[src/rtl/cla_pipe_pkg.sv]
// Shared constants and the per-stage pipeline record for cla_pipe_adder.
// Operand and sum fields are sized for the widest legal adder; narrower builds use the low/high parts.
package cla_pipe_pkg;

  localparam int CHUNK_W = 4;
  localparam int MAX_W   = 64;

  // a/b hold the not-yet-consumed chunks right-aligned; s collects sum chunks entering from the top.
  typedef struct packed {
    logic             valid;
    logic             sub;
    logic             carry;
    logic [MAX_W-1:0] a;
    logic [MAX_W-1:0] b;
    logic [MAX_W-1:0] s;
  } stage_t;

endpackage

[src/rtl/cla_chunk.sv]
// Combinational 4-bit carry-lookahead slice: sum, carry-out and group generate/propagate.
module cla_chunk
  import cla_pipe_pkg::*;
(
  input  logic [CHUNK_W-1:0] a,
  input  logic [CHUNK_W-1:0] b,
  input  logic               c_in,
  output logic [CHUNK_W-1:0] sum,
  output logic               c_out,
  output logic               g,
  output logic               p
);

  logic [CHUNK_W-1:0] gen;
  logic [CHUNK_W-1:0] prop;
  logic [CHUNK_W-1:0] c;

  assign gen  = a & b;
  assign prop = a ^ b;

  assign c[0] = c_in;
  assign c[1] = gen[0] | (prop[0] & c_in);
  assign c[2] = gen[1] | (prop[1] & gen[0]) | (prop[1] & prop[0] & c_in);
  assign c[3] = gen[2] | (prop[2] & gen[1]) | (prop[2] & prop[1] & gen[0])
              | (prop[2] & prop[1] & prop[0] & c_in);

  assign g = gen[3] | (prop[3] & gen[2]) | (prop[3] & prop[2] & gen[1])
           | (prop[3] & prop[2] & prop[1] & gen[0]);
  assign p = &prop;

  assign c_out = g | (p & c_in);
  assign sum   = prop ^ c;

endmodule

[src/rtl/cla_pipe_adder.sv]
// Pipelined add/subtract, one 4-bit carry-lookahead chunk per stage, whole-pipe stall on backpressure.
// Optional ovf/zero flag outputs are built only when CLA_PIPE_FLAGS_EN is defined.
module cla_pipe_adder
  import cla_pipe_pkg::*;
#(
  parameter int WIDTH = 16
)
(
  input  logic             clk,
  input  logic             rst,
  input  logic             in_valid,
  output logic             in_ready,
  input  logic [WIDTH-1:0] a,
  input  logic [WIDTH-1:0] b,
  input  logic             sub,
  input  logic             c_in,
  output logic             out_valid,
  input  logic             out_ready,
`ifdef CLA_PIPE_FLAGS_EN
  output logic             ovf,
  output logic             zero,
`endif
  output logic [WIDTH-1:0] sum,
  output logic             c_out
);

  localparam int STAGES = WIDTH / CHUNK_W;
  localparam int LAST   = STAGES - 1;

  if ((WIDTH % CHUNK_W) != 0 || WIDTH < CHUNK_W || WIDTH > MAX_W) begin : g_bad_width
    $error("cla_pipe_adder: WIDTH must be a multiple of 4 between 4 and 64");
  end

  // Handshake: a beat moves on a rising edge when valid & ready are both high on that side.
  // The whole pipe advances together, so in_ready never looks at in_valid.
  logic adv;

  assign adv      = out_ready | ~g_stage[LAST].q.valid;
  assign in_ready = adv;

  for (genvar k = 0; k < STAGES; k++) begin : g_stage
    stage_t             src;
    stage_t             d;
    stage_t             q;
    logic [CHUNK_W-1:0] b_chunk;
    logic [CHUNK_W-1:0] s_chunk;
    logic               co;
    logic               grp_g;
    logic               grp_p;

    if (k == 0) begin : g_head
      always_comb begin
        src       = '0;
        src.valid = in_valid;
        src.sub   = sub;
        src.carry = sub | c_in;
        src.a     = MAX_W'(a);
        src.b     = MAX_W'(b);
      end
    end else begin : g_body
      assign src = g_stage[k-1].q;
    end

    // B travels uninverted; each stage applies the subtract inversion to its own chunk.
    assign b_chunk = src.b[CHUNK_W-1:0] ^ {CHUNK_W{src.sub}};

    cla_chunk u_chunk (
      .a     (src.a[CHUNK_W-1:0]),
      .b     (b_chunk),
      .c_in  (src.carry),
      .sum   (s_chunk),
      .c_out (co),
      .g     (grp_g),
      .p     (grp_p)
    );

    always_comb begin
      d       = src;
      d.carry = co;
      d.a     = src.a >> CHUNK_W;
      d.b     = src.b >> CHUNK_W;
      d.s     = (src.s >> CHUNK_W) | {s_chunk, {(MAX_W-CHUNK_W){1'b0}}};
      assert (co == (grp_g | (grp_p & src.carry)));
    end

    always_ff @(posedge clk or posedge rst) begin
      if (rst) begin
        q <= '0;
      end else if (adv) begin
        q <= d;
      end
    end
  end

  // After STAGES shifts the sum chunks sit in the top WIDTH bits of s.
  assign out_valid = g_stage[LAST].q.valid;
  assign c_out     = g_stage[LAST].q.carry;
  assign sum       = WIDTH'(g_stage[LAST].q.s >> (MAX_W - WIDTH));

`ifdef CLA_PIPE_FLAGS_EN
  logic             c_msb;
  logic [WIDTH-1:0] sum_d;

  assign c_msb = g_stage[LAST].s_chunk[CHUNK_W-1] ^ g_stage[LAST].src.a[CHUNK_W-1]
               ^ g_stage[LAST].b_chunk[CHUNK_W-1];
  assign sum_d = WIDTH'(g_stage[LAST].d.s >> (MAX_W - WIDTH));

  always_ff @(posedge clk or posedge rst) begin
    if (rst) begin
      ovf  <= 1'b0;
      zero <= 1'b0;
    end else if (adv) begin
      ovf  <= c_msb ^ g_stage[LAST].co;
      zero <= (sum_d == '0);
    end
  end
`endif

endmodule

[config.mk]
export PLATFORM = sky130hd
export DESIGN_NAME = cla_pipe_adder
export DESIGN_NICKNAME = d
export VERILOG_FILES = /design/src/rtl/cla_pipe_pkg.sv /design/src/rtl/cla_chunk.sv /design/src/rtl/cla_pipe_adder.sv
export SDC_FILE = /design/constraint.sdc
export NUM_CORES = 1
export LEC_CHECK = 0
export ABC_AREA = 0
export ABC_CLOCK_PERIOD_IN_PS = 5210
export CORE_MARGIN = 3
export CORE_UTILIZATION = 50
export CTS_CLUSTER_SIZE = 14
export DETAILED_ROUTE_END_ITERATION = 8
export GPL_TIMING_DRIVEN = 0
export PLACE_DENSITY_LB_ADDON = 0.1
export SYNTH_ARGS = -nofsm -noshare
export SYNTH_HDL_FRONTEND = slang
export SYNTH_SLANG_ARGS = --single-unit
[constraint.sdc]
create_clock -name clk -period 5.21 [get_ports clk]
set_input_delay 0.7815 -clock clk [delete_from_list [all_inputs] [get_ports clk]]
set_output_delay 0.7815 -clock clk [all_outputs]
set_load 0.005 [all_outputs]
==> impl_metrics.yaml, run 1 <==
status:
  outcome: "complete, no violations"
worst_setup_path:
  worst_path_max_delay_cell: "clkdlybuf4s50_1"
  cp_slowest_stage_delay_ps: 620
  critPathKind: "in2out"
  arrival_ps: 2500
  timing.critical_path.buf_inv: 4
  path_cells: "clkdlybuf4s50_1 > nor2b_2 > inv_2 > clkbuf_1 > clkdlybuf4s50_1"
  cp.required_ps: 4430
  cp-start-kind: "input port"
  crit_fanout: 10
  path_common_cell: "clkdlybuf4s50_1"
  critPathTopFamily: "buffers and inverters"
  end_kind: "output pin"
floorplanning:
  ioPinCount: 57
  start_util: 0.5244
  die_x_um: 99.76
  dieArea_mm2: 0.009952
  design.core.area_mm2: 0.008382
  fp-row-count: 33
  die_y_um: 99.76
yosys:
  syn_area_per_cell_um2: 9.119
  yosysUniqueCellTypes: 29
  ys.flop_type: "dfrtp_1"
  yosysSeqAreaShare: 0.5636
  synthCells: 482
  netlist.area_leader.share: 0.5636
  synth_edf_count: 0
  synth-async-reset-ratio: 1.000
  netlist_top_cells_area: "dfrtp_1, nand2_1, ha_1, xor2_1, fa_1"
  synth_commonest_cells: "nand2_1, dfrtp_1, xor2_1, ha_1, buf_2"
  synth_top_area_cell: "dfrtp_1"
  yosysWarnings: 0
  ys_seq_elements: 99
  synthesis.nets: 540
  synth_area_mm2: 0.004395
  synth_most_common_cell: "nand2_1"
global_routing:
  grt_use_total: 0.1888
  grt_pass1_wl_um: 14880
  grt_max_degree: 67
  grt_overflow: 0
  grt_pass1_vias: 3172
  antenna_found_initial: 0
detailed_routing:
  highest_layer: "met4"
  wl_met1_um: 4075
  met2_length_um: 4005
  met3_length_um: 413
  drtAntennaViolNets: 0
  routed_wl_um: 8567
  drt_iter0_drc: 114
  drc: 0
  via_count: 3165
  vias_per_cell: 4.803
  drtPass1Iterations: 4
  routedWlPerCell_um: 13.00
timing:
  setup_ws_ps: 1926
  fin_setup_tns_ps: 0
  post-route-period-util: 0.6302
  slew_violations: 0
  fin_crit_ps: 3284
  fmax_ghz: 0.3046
  worst_slew_pin_slew_ps: 608.2
  hold_viol: 0
  setup_violations: 0
  relSlewSlack: 0.5945
  whs_ps: 469.2
  clock_skew_ps: 9.343
  rsz0062_at_grt: "false"
power_and_ir_drop:
  peakVddDrop_v: 0.0002226
  p_per_area_mw_per_mm2: 582.9
  p_leak_nw: 2.683
finish:
  syn_to_final_growth_pct: 20.18
  nets: 607
  antenna_cells: 0
  drive_above_1_share: 0.07220
clock_network:
  post_cts_buffers: 0
  cts.path.max_buffers: 2
  cts_hold_buffers: 0
  clk_latency_ps: 360
  cts_resized: 0
  clockRootBuffer: "clkbuf_8"
  cts_tree: "done"
  cts-buffers-inserted: 9
  clock_sinks: 99
  htree_num_levels: 3
  clk_pin_slew_ps: 90
place:
  pre_cts_ws_ps: 1927
  gp_congestion: 0.7702
  io_buffers: 55
  place_hpwl_um: 6365
flow_run:
  maxCapViolCount: 0
worst_hold_path:
  hold_class: "reg2reg"
[registers in the layout, indices dropped and copies added, names as in the netlist]
| register | flops |
|---|---|
| g_stage.q | 81 |
| out_valid | 1 |
| c_out | 1 |
| sum | 16 |
[per-stage QoR]
stage                       util  total power, mW  instance area, um^2  std cells
after CTS                 0.6302            3.110                 5283        659
after floorplan                -            2.214                 4395        482
after global routing      0.6302            3.363                 5283        659
after detailed placement  0.6093            2.658                 5107        643
final                     0.6302            3.079                 5283        659
after global placement    0.6058            2.590                 5077        642
[layout by cell type, fill, tap and decap left out, types with 9 or more instances in the layout]
cell type        instances
xor2_1                  17
clkbuf_8                 9
clkbuf_1                 9
a21oi_1                 10
buf_2                   14
o21ai_1                 13
ha_1                    16
clkdlybuf4s50_1         55
dfrtp_1                 99
nand2_1                253
[worst min-delay path, delay by kind of cell (launching register included)]
kind	cells	cell delay [ps]
DFF	1	350
and+or+nand+nor	2	90
[area by class of cell]
type,instances,area [um^2]
Buffer,25,122.6
Clock buffer,9,123.9
Clock inverter,7,51.30
Fill cell,753,3099
Inverter,5,21.27
Multi-Input combinational cell,353,1777
Sequential cell,99,2477
Tap cell,105,131.4
Timing Repair Buffer,56,578.1
[routing by layer]
metal	up-vias	global-route usage
li1	1637	-
met1	1464	0.2561
met2	60	0.3084
met3	4	0.04137
met4	0	0.05042
met5	-	0
[path summary, 6_finish.rpt]
check	slack, ps	cells after the start	end	start
max	1930	5	in_ready	out_ready
min	470	2	sum[8]	sum[8]
max reg2reg	3130	7	g_stage[1].q[192]	g_stage[0].q[193]
min reg2reg	470	2	sum[8]	sum[8]
max in group asynchronous	3770	3	sum[14]	rst
min in group asynchronous	770	2	g_stage[0].q[194]	rst
[cell families (layout without fill, tap and decap cells)]
| kind of cell | after synthesis | count (layout) | share of synthesized area |
|---|---|---|---|
| flops | 99 | 99 | 0.5636 |
| buf+inv | 30 | 102 | 0.03216 |
| simple gates | 264 | 264 | 0.2300 |
| compound gates | 45 | 45 | 0.06262 |
| fa+ha+maj | 20 | 20 | 0.06376 |
| xor+xnor | 24 | 24 | 0.04782 |
[power breakdown]
| group | total, mW | leakage, nW | switching, mW | internal [mW] |
|---|---|---|---|---|
| clock network | 0.450 | 0.0860 | 0.274 | 0.176 |
| registers | 1.29 | 1.20 | 0.185 | 1.11 |
| logic | 1.34 | 1.40 | 0.710 | 0.627 |
Note: power is estimated with default switching activity, not from simulation.
==> run 2: changes to the inputs <==
--- a/config.mk
+++ b/config.mk
@@ -6,7 +6,7 @@
 export NUM_CORES = 1
 export LEC_CHECK = 0
 export ABC_AREA = 0
-export ABC_CLOCK_PERIOD_IN_PS = 5210
+export ABC_CLOCK_PERIOD_IN_PS = 2700
 export CORE_MARGIN = 3
 export CORE_UTILIZATION = 50
 export CTS_CLUSTER_SIZE = 14
==> constraint.sdc (replaced) <==
create_clock -name clk -period 2.7 [get_ports clk]
set_input_delay 0.405 -clock clk [delete_from_list [all_inputs] [get_ports clk]]
set_output_delay 0.405 -clock clk [all_outputs]
set_load 0.005 [all_outputs]
==> run 2 against run 1 <==
Hold slack lost 170 ps. Clock-buffer cell count grew 1. Cell count grew 0.15%. Via count grew 1.0%. Register-to-register slack lost 2600 ps. Sequential share of layout area shrank 0.49 points. Wire length is the same. First-iteration DRC count shrank 29%. Cell area grew 1.1%. Total power grew 99%. Die area is the same. Largest cell class unchanged. Largest power group unchanged.
==> impl_metrics.yaml, run 2 (synthesized netlist as in run 1, its figures left out) <==
status:
  outcome: "complete, no violations"
clock_network:
  clk_latency_ps: 360
  cts_resized: 0
  cts_tree: "done"
  clock_sinks: 99
  cts_hold_buffers: 0
  cts-buffers-inserted: 9
  clk_pin_slew_ps: 90
  htree_num_levels: 3
  post_cts_buffers: 0
  clockRootBuffer: "clkbuf_8"
  cts.path.max_buffers: 2
power_and_ir_drop:
  peakVddDrop_v: 0.0004056
  switching_share: 0.3675
  p_leak_nw: 2.705
  switchingPower_mw: 2.253
  p_int_mw: 3.878
  seqPwrFrac: 0.405
  power.total_mw: 6.131
  p_comb_frac: 0.426
  p_per_area_mw_per_mm2: 1148
  pwr-share-clk: 0.168
worst_setup_path:
  crit_start: "out_ready"
  arrival_ps: 2140
  crit_fanout: 10
  path_common_cell: "clkdlybuf4s50_1"
  cp.required_ps: 2300
  reg2reg_depth: 7
  end_kind: "output pin"
  critPathCapture: "in_ready"
  worstReg2RegEnd: "g_stage[2].q[63]"
  critPathKind: "in2out"
  cp_slowest_stage_delay_ps: 620
  worst_path_max_delay_cell: "clkdlybuf4s50_1"
  reg2reg_slack_ps: 530
  path_cells: "clkdlybuf4s50_1 > nor2b_2 > inv_2 > clkbuf_1 > clkdlybuf4s50_1"
  cp-start-kind: "input port"
  r2r-start: "g_stage[1].q[193]"
floorplanning:
  die_y_um: 99.76
  ioPinCount: 57
  start_util: 0.5244
  fp-row-count: 33
  dieArea_mm2: 0.009952
  die_x_um: 99.76
  design.core.area_mm2: 0.008382
place:
  io_buffers: 55
  place_hpwl_um: 6468
  gp_congestion: 0.7670
  pre_cts_ws_ps: 130.6
  dpl_cell_area_mm2: 0.005121
global_routing:
  grt_use_total: 0.1912
  grt_max_degree: 42
  grt_pass1_wl_um: 15080
  grt_overflow: 0
  grt_pass1_vias: 3166
  antenna_found_initial: 0
detailed_routing:
  drt_iter0_drc: 81
  routedWlPerCell_um: 12.98
  via_count: 3197
  vias_per_cell: 4.844
  drtPass1Iterations: 4
  drtAntennaViolNets: 0
  drc: 0
  routed_wl_um: 8567
timing:
  fin_setup_tns_ps: 0
  setup_ws_ps: 152.9
  clock_skew_ps: 9.954
  fmax_ghz: 0.3926
  worst_slew_pin_slew_ps: 674.0
  fin_crit_ps: 2547
  hold_viol: 0
  relSlewSlack: 0.5498
  slew_violations: 0
  setup_violations: 0
  rsz0062_at_grt: "false"
  post-route-period-util: 0.9434
finish:
  regMostFlops: "g_stage.q"
  nFillCells: 730
  syn_to_final_growth_pct: 21.46
  multi_input_area_mm2: 0.001777
  antenna_cells: 0
  layout_commonest_cell: "nand2_1"
  largest_reg_flops: 81
  nets: 608
  final_cell_mix: "nand2_1, dfrtp_1, clkdlybuf4s50_1, xor2_1, ha_1"
  drive_above_1_share: 0.07207
  fin_area_mm2: 0.005339
  seq_area_mm2: 0.002477
worst_hold_path:
  hold_path_depth: 3
  hold_class: "in2reg"
flow_run:
  maxCapViolCount: 0
run 2: changes by cell type in the layout (fill, tap and decap cells not counted), sizes merged:
cell    before  now
buf         17   18
bufinv       0    2
inv          7    4
clkbuf      18   19
run 2: worst min-delay path by stage:
stage / from / endpoint / slack [ps]
3_5_place_dp: sum[4] / sum[4] / 450
4_1_cts: sub / g_stage[0].q[193] / 280
3_3_place_gp: sum[3] / sum[3] / 450
2_1_floorplan: g_stage[2].q[194] / g_stage[2].q[194] / 430
6_report: sub / g_stage[0].q[193] / 300
5_1_grt: sub / g_stage[0].q[193] / 310
run 2: stage by stage:
step           instances    util  hold WS [ps]
6_report             660  0.6370         297.6
5_1_grt              660  0.6370         308.4
4_1_cts              660  0.6370         281.5
3_5_place_dp         644  0.6110         454.7
3_3_place_gp         642  0.6062         447.9
2_1_floorplan        482       -         430.0
run 2: worst max-delay path: cells and delay by family:
kind	cells	cell delay (ps)
AND/OR/NAND/NOR	1	50
buffers and inverters	4	1680
run 2: routing by layer:
metal  vias up  routed length (um)  global-route usage
li1       1642                   -                   -
met1      1483                4147              0.2665
met2        65                3975              0.3089
met3         7                 364             0.03156
met4         0                  78             0.05672
met5         -                   0                   0
run 2: final cells by class:
cell class	instances	share of cell area
sequential	99	0.4640
multi-input combinational	353	0.3328
timing repair buffer	57	0.1106
tap	105	0.02461
clock buffer	10	0.02390
buffer	25	0.02297
clock inverter	6	0.01687
inverter	5	0.004218
run 2: power groups by stage:
stage	registers, mW	logic, mW	clock network [mW]
after floorplan	2.46	1.81	0
after global placement	2.50	2.50	0
after detailed placement	2.52	2.62	0
after CTS	2.49	2.65	1.05
after global routing	2.58	3.01	1.11
final	2.48	2.61	1.03
==> run 3: changes to the inputs <==
--- a/config.mk
+++ b/config.mk
@@ -6,13 +6,13 @@
 export NUM_CORES = 1
 export LEC_CHECK = 0
 export ABC_AREA = 0
-export ABC_CLOCK_PERIOD_IN_PS = 2700
 export CORE_MARGIN = 3
 export CORE_UTILIZATION = 50
 export CTS_CLUSTER_SIZE = 14
 export DETAILED_ROUTE_END_ITERATION = 8
 export GPL_TIMING_DRIVEN = 0
 export PLACE_DENSITY_LB_ADDON = 0.1
+export REMOVE_ABC_BUFFERS = 1
 export SYNTH_ARGS = -nofsm -noshare
 export SYNTH_HDL_FRONTEND = slang
 export SYNTH_SLANG_ARGS = --single-unit
==> run 3 against run 2 <==
Setup slack got worse by 14 ps. Clock power about the same. Register-to-register slack improved by 280 ps. Global-route usage decreased by 2.9 points. Die area unchanged. Clock-buffer cell count unchanged. Utilization about the same. First-iteration DRC count increased by 30%. Fmax decreased by 0.56%. Cell area about the same.
==> impl_metrics.yaml, run 3 (synthesized netlist as in run 1, its figures left out) <==
worst_setup_path:
  worst_path_max_delay_cell: "clkdlybuf4s50_1"
  path_common_cell: "clkdlybuf4s50_1"
  worstReg2RegEnd: "g_stage[1].q[192]"
  critPathKind: "in2out"
  cp.required_ps: 2300
  arrival_ps: 2160
  crit_start: "out_ready"
  timing.critical_path.buf_inv: 5
  cp_slowest_stage_delay_ps: 480
  cp-start-kind: "input port"
  critPathTopFamily: "buffers and inverters"
  reg2reg_slack_ps: 810
  r2r-start: "g_stage[0].q[193]"
  reg2reg_depth: 6
  end_kind: "output pin"
  path_cells: "clkdlybuf4s50_1 > nor2b_4 > buf_12 > buf_16 > clkinv_16 > clkdlybuf4s50_1"
  crit_fanout: 49
timing:
  whs_ps: 382.5
  clock_skew_ps: 9.483
  fmax_ghz: 0.3904
  slew_violations: 0
  rsz0062_at_grt: "false"
  setup_ws_ps: 138.7
  fin_crit_ps: 2561
  relSlewSlack: 0.6611
  hold_viol: 0
  post-route-period-util: 0.9486
  worst_slew_pin_slew_ps: 506.1
  setup_violations: 0
global_routing:
  grt_pass1_wl_um: 13220
  antenna_found_initial: 0
  grt_pass1_vias: 3140
  grt_max_degree: 98
  grt_overflow: 0
  grt_use_total: 0.1620
detailed_routing:
  drtAntennaViolNets: 0
  drtPass1Iterations: 4
  vias_per_cell: 4.902
  routedWlPerCell_um: 12.17
  drt_iter0_drc: 105
  via_count: 3137
  drc: 0
  routed_wl_um: 7790
floorplanning:
  die_y_um: 99.76
  ioPinCount: 57
  dieArea_mm2: 0.009952
  die_x_um: 99.76
  fp-row-count: 33
  design.core.area_mm2: 0.008382
  start_util: 0.5244
place:
  place_hpwl_um: 4724
  io_buffers: 56
  dpl_cell_area_mm2: 0.005042
  pre_cts_ws_ps: -500.7
  gp_congestion: 0.7175
finish:
  fin_area_mm2: 0.005341
  largest_reg_flops: 81
  nets: 589
  antenna_cells: 0
  regMostFlops: "g_stage.q"
  layout_commonest_cell: "nand2_1"
  syn_to_final_growth_pct: 21.52
  drive_above_1_share: 0.05421
  final_cell_mix: "nand2_1, dfrtp_1, clkdlybuf4s50_1, xor2_1, ha_1"
  fin_util: 0.6373
clock_network:
  cts_tree: "done"
  clockRootBuffer: "clkbuf_8"
  cts_hold_buffers: 0
  cts-buffers-inserted: 9
  cts.path.max_buffers: 2
  htree_num_levels: 3
  clock_sinks: 99
  clk_pin_slew_ps: 90
  clk_latency_ps: 350
status:
  outcome: "complete, no violations"
flow_run:
  maxCapViolCount: 0
worst_hold_path:
  hold_class: "in2async"
power_and_ir_drop:
  power.total_mw: 6.053
  peakVddDrop_v: 0.0004158
  p_per_area_mw_per_mm2: 1133
  p_leak_nw: 2.686
[run 3: cell count changes in the layout (fill, tap and decap cells not counted), moves of 2 or more]
| cell | change |
|---|---|
| buf_16 | +2 |
| buf_2 | -14 |
| clkbuf_1 | -10 |
| clkinv_4 | -2 |
[run 3: worst max-delay path by stage]
stage	endpoint	slack, ps	depth (start not counted)
after floorplan	c_out	-1280	4
after global placement	in_ready	-4260	4
after detailed placement	in_ready	-500	6
after CTS	in_ready	30	6
after global routing	in_ready	30	6
final	in_ready	140	6
[run 3: repair_timing]
item	in CTS	in global routing
gates cloned	1	2
buffers inserted	1	0
pin swaps	0	0
resized for setup	4	2
endpoints found under the setup margin	1	1
[run 3: layout make-up]
cell class	instances	area, um^2
clock buffers	10	137.6
clock inverters	5	77.57
fillers	722	3040
inverters	5	47.55
multi-input cells	354	1790
flip-flops and latches	99	2477
well taps	105	131.4
repair buffers	61	668.1
repair inverters	1	11.26
[run 3: worst reg2reg max path, stage by stage (launching register included)]
cell	delay (ps)
dfrtp_1	500
xor2_1	270
ha_1	290
a211oi_1	290
o21bai_1	160
a21oi_1	180
a21oi_1	80
[run 3: through the flow]
stage	setup TNS, ps	cells
finish	0	640
global route	0	640
floorplan	-140770	457
detailed placement	-500.7	621
global placement	-518450	618
CTS	0	638
[run 3: report_power, final]
| part | internal, mW | switching, mW |
|---|---|---|
| registers | 2.14 | 0.386 |
| logic | 1.23 | 1.28 |
| clock network | 0.539 | 0.485 |
[run 3: layer usage]
layer,share of wire,wire [um],GRT usage
met5,0,0,0
met2,0.49,3846,0.2817
met1,0.46,3593,0.2022
met4,0.016,124,0.06618
met3,0.029,225,0.02314
